===== src/rtl/reduce_accum.sv =====
// reduce_accum
//   Runs one bit-reduction job over a stream of N-bit words. A job is
//   launched from IDLE with `start`. It then accepts `len` words in ACCUM.
//   Each word is first reduced to one bit (&, | or ^ over the word). That
//   bit is folded into a single-bit accumulator with the selected operation.
//   The 1-bit result is then held in DONE until the consumer takes it.
//
// Ports
//   clk, rst_n          clock, asynchronous active-low reset
//   start, clear        launch a job (IDLE only) / synchronous abort
//   mode[1:0], len      00 AND, 01 OR, 10 XOR, 11 NAND; word count
//                       (both captured with start)
//   in_valid, in_data   input word stream
//   in_ready            high in ACCUM
//   out_valid, out_data result, held until out_ready
//   out_ready           consumer accepts the result
//   busy                state is not IDLE
//   words_done          words accepted in the current job
//   state_dbg           current FSM state (0 IDLE, 1 ACCUM, 2 DONE)
//
// Handshake rule for both streams: a beat transfers on the rising edge
// where valid and ready are both high. The producer keeps its data stable
// while valid is high and ready is low.
module reduce_accum #(
  parameter int N     = 8,
  parameter int CNT_W = 4
) (
  input  logic             clk,
  input  logic             rst_n,
  input  logic             start,
  input  logic             clear,
  input  logic [1:0]       mode,
  input  logic [CNT_W-1:0] len,
  input  logic             in_valid,
  input  logic [N-1:0]     in_data,
  output logic             in_ready,
  output logic             out_valid,
  output logic             out_data,
  input  logic             out_ready,
  output logic             busy,
  output logic [CNT_W-1:0] words_done,
  output logic [1:0]       state_dbg
);

  typedef enum logic [1:0] {
    S_IDLE  = 2'd0,
    S_ACCUM = 2'd1,
    S_DONE  = 2'd2
  } state_t;

  localparam logic [1:0]       MODE_AND  = 2'b00;
  localparam logic [1:0]       MODE_OR   = 2'b01;
  localparam logic [1:0]       MODE_XOR  = 2'b10;
  localparam logic [1:0]       MODE_NAND = 2'b11;
  localparam logic [CNT_W-1:0] CNT_ONE   = {{(CNT_W-1){1'b0}}, 1'b1};
  localparam logic [CNT_W-1:0] CNT_ZERO  = '0;

  state_t           state_q, state_d;
  logic [1:0]       mode_q, mode_d;
  logic [CNT_W-1:0] len_q, len_d;
  logic             acc_q, acc_d;
  logic [CNT_W-1:0] words_done_q, words_done_d;
  logic [CNT_W-1:0] count_inc;
  logic             ident;

  // AND and NAND start from 1. OR and XOR start from 0.
  always_comb begin
    ident = 1'b0;
    case (mode)
      MODE_AND, MODE_NAND: ident = 1'b1;
      default:             ident = 1'b0;
    endcase
  end

  assign count_inc = words_done_q + CNT_ONE;

  always_comb begin
    state_d      = state_q;
    mode_d       = mode_q;
    len_d        = len_q;
    acc_d        = acc_q;
    words_done_d = words_done_q;
    if (clear) begin
      // Abort wins over start, any transfer and the output handshake.
      state_d      = S_IDLE;
      acc_d        = 1'b0;
      words_done_d = CNT_ZERO;
    end else begin
      case (state_q)
        S_IDLE: begin
          if (start) begin
            mode_d       = mode;
            len_d        = len;
            acc_d        = ident;
            words_done_d = CNT_ZERO;
            state_d      = (len == CNT_ZERO) ? S_DONE : S_ACCUM;
          end
        end
        S_ACCUM: begin
          if (in_valid) begin
            case (mode_q)
              MODE_OR:  acc_d = acc_q | (|in_data);
              MODE_XOR: acc_d = acc_q ^ (^in_data);
              default:  acc_d = acc_q & (&in_data);
            endcase
            words_done_d = count_inc;
            if (count_inc == len_q) state_d = S_DONE;
          end
        end
        S_DONE: begin
          if (out_ready) state_d = S_IDLE;
        end
        default: state_d = S_IDLE;
      endcase
    end
  end

  always_ff @(posedge clk or negedge rst_n) begin
    if (!rst_n) begin
      state_q      <= S_IDLE;
      mode_q       <= MODE_AND;
      len_q        <= CNT_ZERO;
      acc_q        <= 1'b0;
      words_done_q <= CNT_ZERO;
    end else begin
      state_q      <= state_d;
      mode_q       <= mode_d;
      len_q        <= len_d;
      acc_q        <= acc_d;
      words_done_q <= words_done_d;
    end
  end

  assign in_ready   = (state_q == S_ACCUM);
  assign out_valid  = (state_q == S_DONE);
  // Gated by DONE so the output reads 0 during reset and between jobs.
  assign out_data   = out_valid & ((mode_q == MODE_NAND) ? ~acc_q : acc_q);
  assign busy       = (state_q != S_IDLE);
  assign words_done = words_done_q;
  assign state_dbg  = state_q;

endmodule


===== config.mk =====
export PLATFORM = sky130hd
export DESIGN_NAME = reduce_accum
export DESIGN_NICKNAME = d
export VERILOG_FILES = /design/src/rtl/reduce_accum.sv
export SDC_FILE = /design/constraint.sdc
export NUM_CORES = 1
export LEC_CHECK = 0
export CORE_ASPECT_RATIO = 0.75
export CORE_MARGIN = 5
export CORE_UTILIZATION = 35
export DETAILED_ROUTE_END_ITERATION = 16
export GPL_ROUTABILITY_DRIVEN = 0
export SLEW_MARGIN = 20
export SYNTH_ARGS = -nofsm -noshare
export SYNTH_HDL_FRONTEND = slang
export SYNTH_SLANG_ARGS = --single-unit

===== constraint.sdc =====
create_clock -name clk -period 2 [get_ports clk]
set_clock_uncertainty 0.15 [all_clocks]
set_input_delay 0.4 -clock clk [delete_from_list [all_inputs] [get_ports clk]]
set_output_delay 0.4 -clock clk [all_outputs]
set_load 0.01 [all_outputs]

Word level (Yosys, flattened, before mapping)
Cells that the tools add are included.
{"block": "word_totals", "elab_cells": 53, "out_inout_bits": 10, "regBits": 13, "inputBits": 20}
{"block": "op_classes", "bitwise_logic": 6, "n_mux": 18, "eq_ne": 11, "reduce_logical": 12, "addsub": 1}
{"op": "2-to-1 mux 2 bit", "count": 6}
{"op": "2-to-1 mux 4 bit", "count": 3}
{"op": "equality test 2 bit, second input constant", "count": 4}
{"op": "case mux 4 bit (2 select lines)", "count": 1}
{"op": "AND reduction 8 bit", "count": 1}
{"op": "OR reduction 8 bit", "count": 1}
{"op": "parity 8 bit", "count": 1}
{"op": "inequality test 3 x 2 -> 1 bit, second input constant", "count": 2}
{"op": "inequality test 3 bit, second input constant", "count": 2}
{"op": "case mux 2 bit (3 select lines)", "count": 1}
{"op": "AND reduction 3 bit", "count": 2}
{"op": "2-to-1 mux 1 bit", "count": 5}
{"op": "adder 4 x 1 -> 4 bit, second input constant", "count": 1}
{"op": "equality test 2 x 1 -> 1 bit, second input constant", "count": 2}
{"op": "equality test 4 bit", "count": 1}
{"op": "zero test 2 bit", "count": 2}
{"op": "zero test 4 bit", "count": 1}
{"op": "case mux 1 bit (2 select lines)", "count": 2}
{"op": "AND reduction 4 bit", "count": 1}
{"op": "nonzero test 3 bit", "count": 1}
{"op": "AND 1 bit", "count": 2}
{"op": "NOT 1 bit", "count": 2}
{"op": "nonzero test 2 bit", "count": 1}
{"op": "OR reduction 2 bit", "count": 1}
{"op": "2 further kinds", "count": 2}

Depth between registers and ports, before layout
{"block": "depth", "ltp_word": 6, "ltp_mapped": 6, "ltp_nobuf": 6}

Worst setup path before layout
Ideal clock, no wire load.
{"block": "synth_path", "path_kind": "input to register", "start": "input in_data[0]", "end": "register acc_q", "arrival_time_ns": 1.490, "path_buffers": 0, "setup_slack_ns": 0.231, "t_required_ns": 1.721, "cell_stages": 6, "setup_ns": 0.129, "path_cell_list": "inv_1 > ha_1 > xnor3_1 > xnor2_1 > a221oi_1 > o21ai_0"}
{"block": "synth_via", "elab_chain_len": 6, "elab_cells_between_ends": 10, "classes_between": "mux (4); bitwise (3); reduce/logical (3)"}
{"item": "start: declaration", "line": "35", "rtl": "input logic [N-1:0] in_data,"}
{"item": "AND reduction 8 bit, or another cell as far along", "line": "104", "rtl": "default: acc_d = acc_q & (&in_data);"}
{"item": "AND 1 bit, or another cell as far along", "line": "104"}
{"item": "case mux 1 bit (2 select lines) (*)", "line": "101", "rtl": "case (mode_q)"}
{"item": "2-to-1 mux 1 bit (*)", "line": "100", "rtl": "if (in_valid) begin"}
{"item": "case mux 1 bit (2 select lines) (*)", "line": "89", "rtl": "case (state_q)"}
{"item": "2-to-1 mux 1 bit (*)", "line": "83", "rtl": "if (clear) begin"}
{"item": "end signal: assignment", "line": "123", "rtl": "acc_q <= 1'b0;"}
{"item": "end signal: assignment", "line": "129", "rtl": "acc_q <= acc_d;"}
{"item": "end: declaration", "line": "61", "rtl": "logic acc_q, acc_d;"}
Every way passes the cells marked *; elsewhere a longest branch is shown, timed or not. The select of a mux whose other input is x is not followed.
A chain may end at the register's enable or synchronous reset.

Worst setup path in the final report
{"block": "layout_path", "start": "register state_q[1] (netlist: state_dbg[1])", "end": "output in_ready"}
{"block": "layout_via", "elab_chain_len": 1}
{"item": "start: declaration", "line": "58", "rtl": "state_t state_q, state_d;"}
{"item": "start signal: assignment", "line": "126", "rtl": "state_q <= state_d;"}
{"item": "equality test 2 x 1 -> 1 bit", "line": "134", "rtl": "assign in_ready = (state_q == S_ACCUM);"}
{"item": "end: declaration", "line": "36", "rtl": "output logic in_ready,"}
Every way passes these cells.

==> metrics.txt <==
Port Buffers 29; Mapped Area around 1000 sq um; worst-path fanout max 5; Layout Nets ~180; run status finished, final reports clean; starting density of the core 0.375; Max Root-Sink Buffers 2; Final setup viols 0; core footprint roughly 0.0027 sq mm; final non-filler cell total 178; # Max-Cap Violations 0; multi-input logic area between 600 and 700 sq um; Post CTS Setup Buffer Count 0; Worst-path clk slew about 0.06 ns; Die Ht between 50 and 60 microns; CP required roughly 1.5 ns; Yosys cell types 30; peak supply drop between 0.4 and 0.5 mV; Storage cell area 327 sq um; maximum clock rate 0.521 GHz; asr flop ratio synth 1.00; met2 Usage GRT 0.195; CTS Sinks 13; Most used DFF post-synth dfrtp_1; met3 Usage GRT 0.0392; DP HPWL roughly 1900 microns; flip-flop and latch count after synthesis 13; Layout fillers between 200 and 300; Pwr Density 571 mW/mm^2; commonest non-fill, non-tap cells in the layout 23 x clkdlybuf4s50_1, 12 x dfrtp_1, 10 x ha_1, 9 x inv_1, 9 x buf_4; share of cells above drive strength 1 0.204; EDFF count, synth 0; sequential area share after synthesis 0.326; min cycle time layout between 1.5 and 2 ns; Arr. time, crit path approximately 1.4 ns; Post-DRT Antenna Nets 0; CP Class reg2out; CTS tree yes; Tcrit/Tclk final 0.960; vias in the first global route approximately 900; Clk Latency, worst-skew pair 0.24 ns; clock root buffer clkbuf_8; Die X approximately 72 microns; startpoint types flop; drt drc 0; routed wire length 2330 microns; Initial DRT Pass Iterations 2; hold crit path type in2async; Num CTS Buffers 3; H-tree levels 1; Final Max Tran Viols 0; cell count after placement ~170; GR Util All Layers 0.127; Slew Limit Headroom 0.605; post-synth top area cell dfrtp_1; Lkg Pwr approximately 0.7 nW; RSZ-0062 raised after global routing false; Least-Margin Pin Slew about 0.59 ns; reg2reg path depth 4; initial antenna violation count 0; global-route wire length before repair 4120 microns; Synth top area share 0.326; most used routing layer met2; commonest non-fill, non-tap cell in the layout clkdlybuf4s50_1; Area contributors post-synth dfrtp_1 33%, ha_1 15%, xnor2_1 5.3%, mux2_2 4.5%, inv_1 3.8%; Yosys warning total 0; DR vias/cell roughly 4.8; Power Total ~0.00083 W; final hold vios 0; via count roughly 860; DIE AREA ~0.004 sq mm; post-synthesis instance total 102; setup ws final 0.0791 ns; met1 usage 0.179; pin count of the biggest net entering global routing 14; syn_nets 134; synthesized area per cell 9.79 sq um; # rows 16; Crit. End Element output pin; I/O pins 30; # diodes 0; Layout Utilization 0.548; remaining global-route overflow 0; DR WL/cell 13.1 microns; area delta synth->final 46.2%; placement-stage worst setup slack -0.359 ns; initial DRC count 18
-- final timing paths --
path                                            from                       end  slack (ns)
max                         state_dbg[1]$_DFFE_PN0P_                  in_ready        0.08
min                                            rst_n         acc_q$_DFFE_PN0P_        0.38
max reg2reg                words_done[0]$_DFFE_PN0P_  state_dbg[0]$_DFFE_PN0P_        0.13
min reg2reg                     len_q[3]$_DFFE_PN0P_      len_q[3]$_DFFE_PN0P_        0.38
max in group asynchronous                      rst_n  state_dbg[1]$_DFFE_PN0P_        0.90
min in group clk                len_q[3]$_DFFE_PN0P_      len_q[3]$_DFFE_PN0P_        0.38
-- area by class of cell --
type | count | share of cell area
multi-input cells | 77 | 0.440
repair buffers | 38 | 0.249
flip-flops and latches | 13 | 0.224
well taps | 36 | 0.0308
clock buffers | 3 | 0.0283
inverters | 10 | 0.0257
clock inverters | 1 | 0.00343
-- Yosys cell counts, types with 2 or more instances --
cell      count
o211ai_1      2
inv_1        10
buf_6         2
mux2_2        4
nand2_1       7
ha_1         12
nor4b_1       2
nor4_1        2
and2_1        2
xor2_1        4
nand3_1       3
a21oi_1       6
nor2b_1       4
nor2_1        4
or2_2         2
o21ai_0       5
xnor2_1       6
dfrtp_1      13
-- cells by family (layout without fill, tap and decap cells) --
family,Yosys count,count (layout),synth area share
adder cells (fa/ha/maj),12,12,0.150
XOR/XNOR,11,11,0.110
AND/OR/NAND/NOR,33,33,0.202
multiplexers,5,5,0.0551
flip-flops,13,13,0.326
AO/OA/AOI/OAI,16,16,0.0965
buffers and inverters,12,52,0.0602
-- report_power, final --
group | switching, W | internal [W] | total (W)
clock network | 0.0000972 | 0.000138 | 0.000235
logic | 0.000113 | 0.000161 | 0.000274
registers | 0.0000294 | 0.000296 | 0.000326
-- sequential cells by signal, summed over array words and instances (netlist names) --
name	count
words_done	4
len_q	4
mode_q	2
state_dbg	2
acc_q	1
-- metrics by stage --
step                hold WS (ns)  setup TNS (ns)  cell area [sq um]
global route               0.404               0               1460
global placement           0.369          -0.681               1380
floorplan                -0.0456               0                998
finish                     0.380               0               1460
detailed placement         0.374          -0.730               1380
CTS                        0.387               0               1440
-- routing by layer --
layer	vias up	wire (microns)
li1	433	-
met1	406	1140
met2	16	1080
met3	2	102
met4	0	7
met5	-	0
-- critical path, cell delays in order, from the launching register on --
cell and delay, ns:
dfrtp_2 0.44, nor2b_4 0.14, clkdlybuf4s50_1 0.54
-- timing repair --
item                       CTS  global route
resized for setup            8             7
cloned                       0             0
pin swaps                    4             2
hold buffers                 0             0
setup endpoints to repair    3             5
No activity file was read; power rests on OpenSTA's default activity.
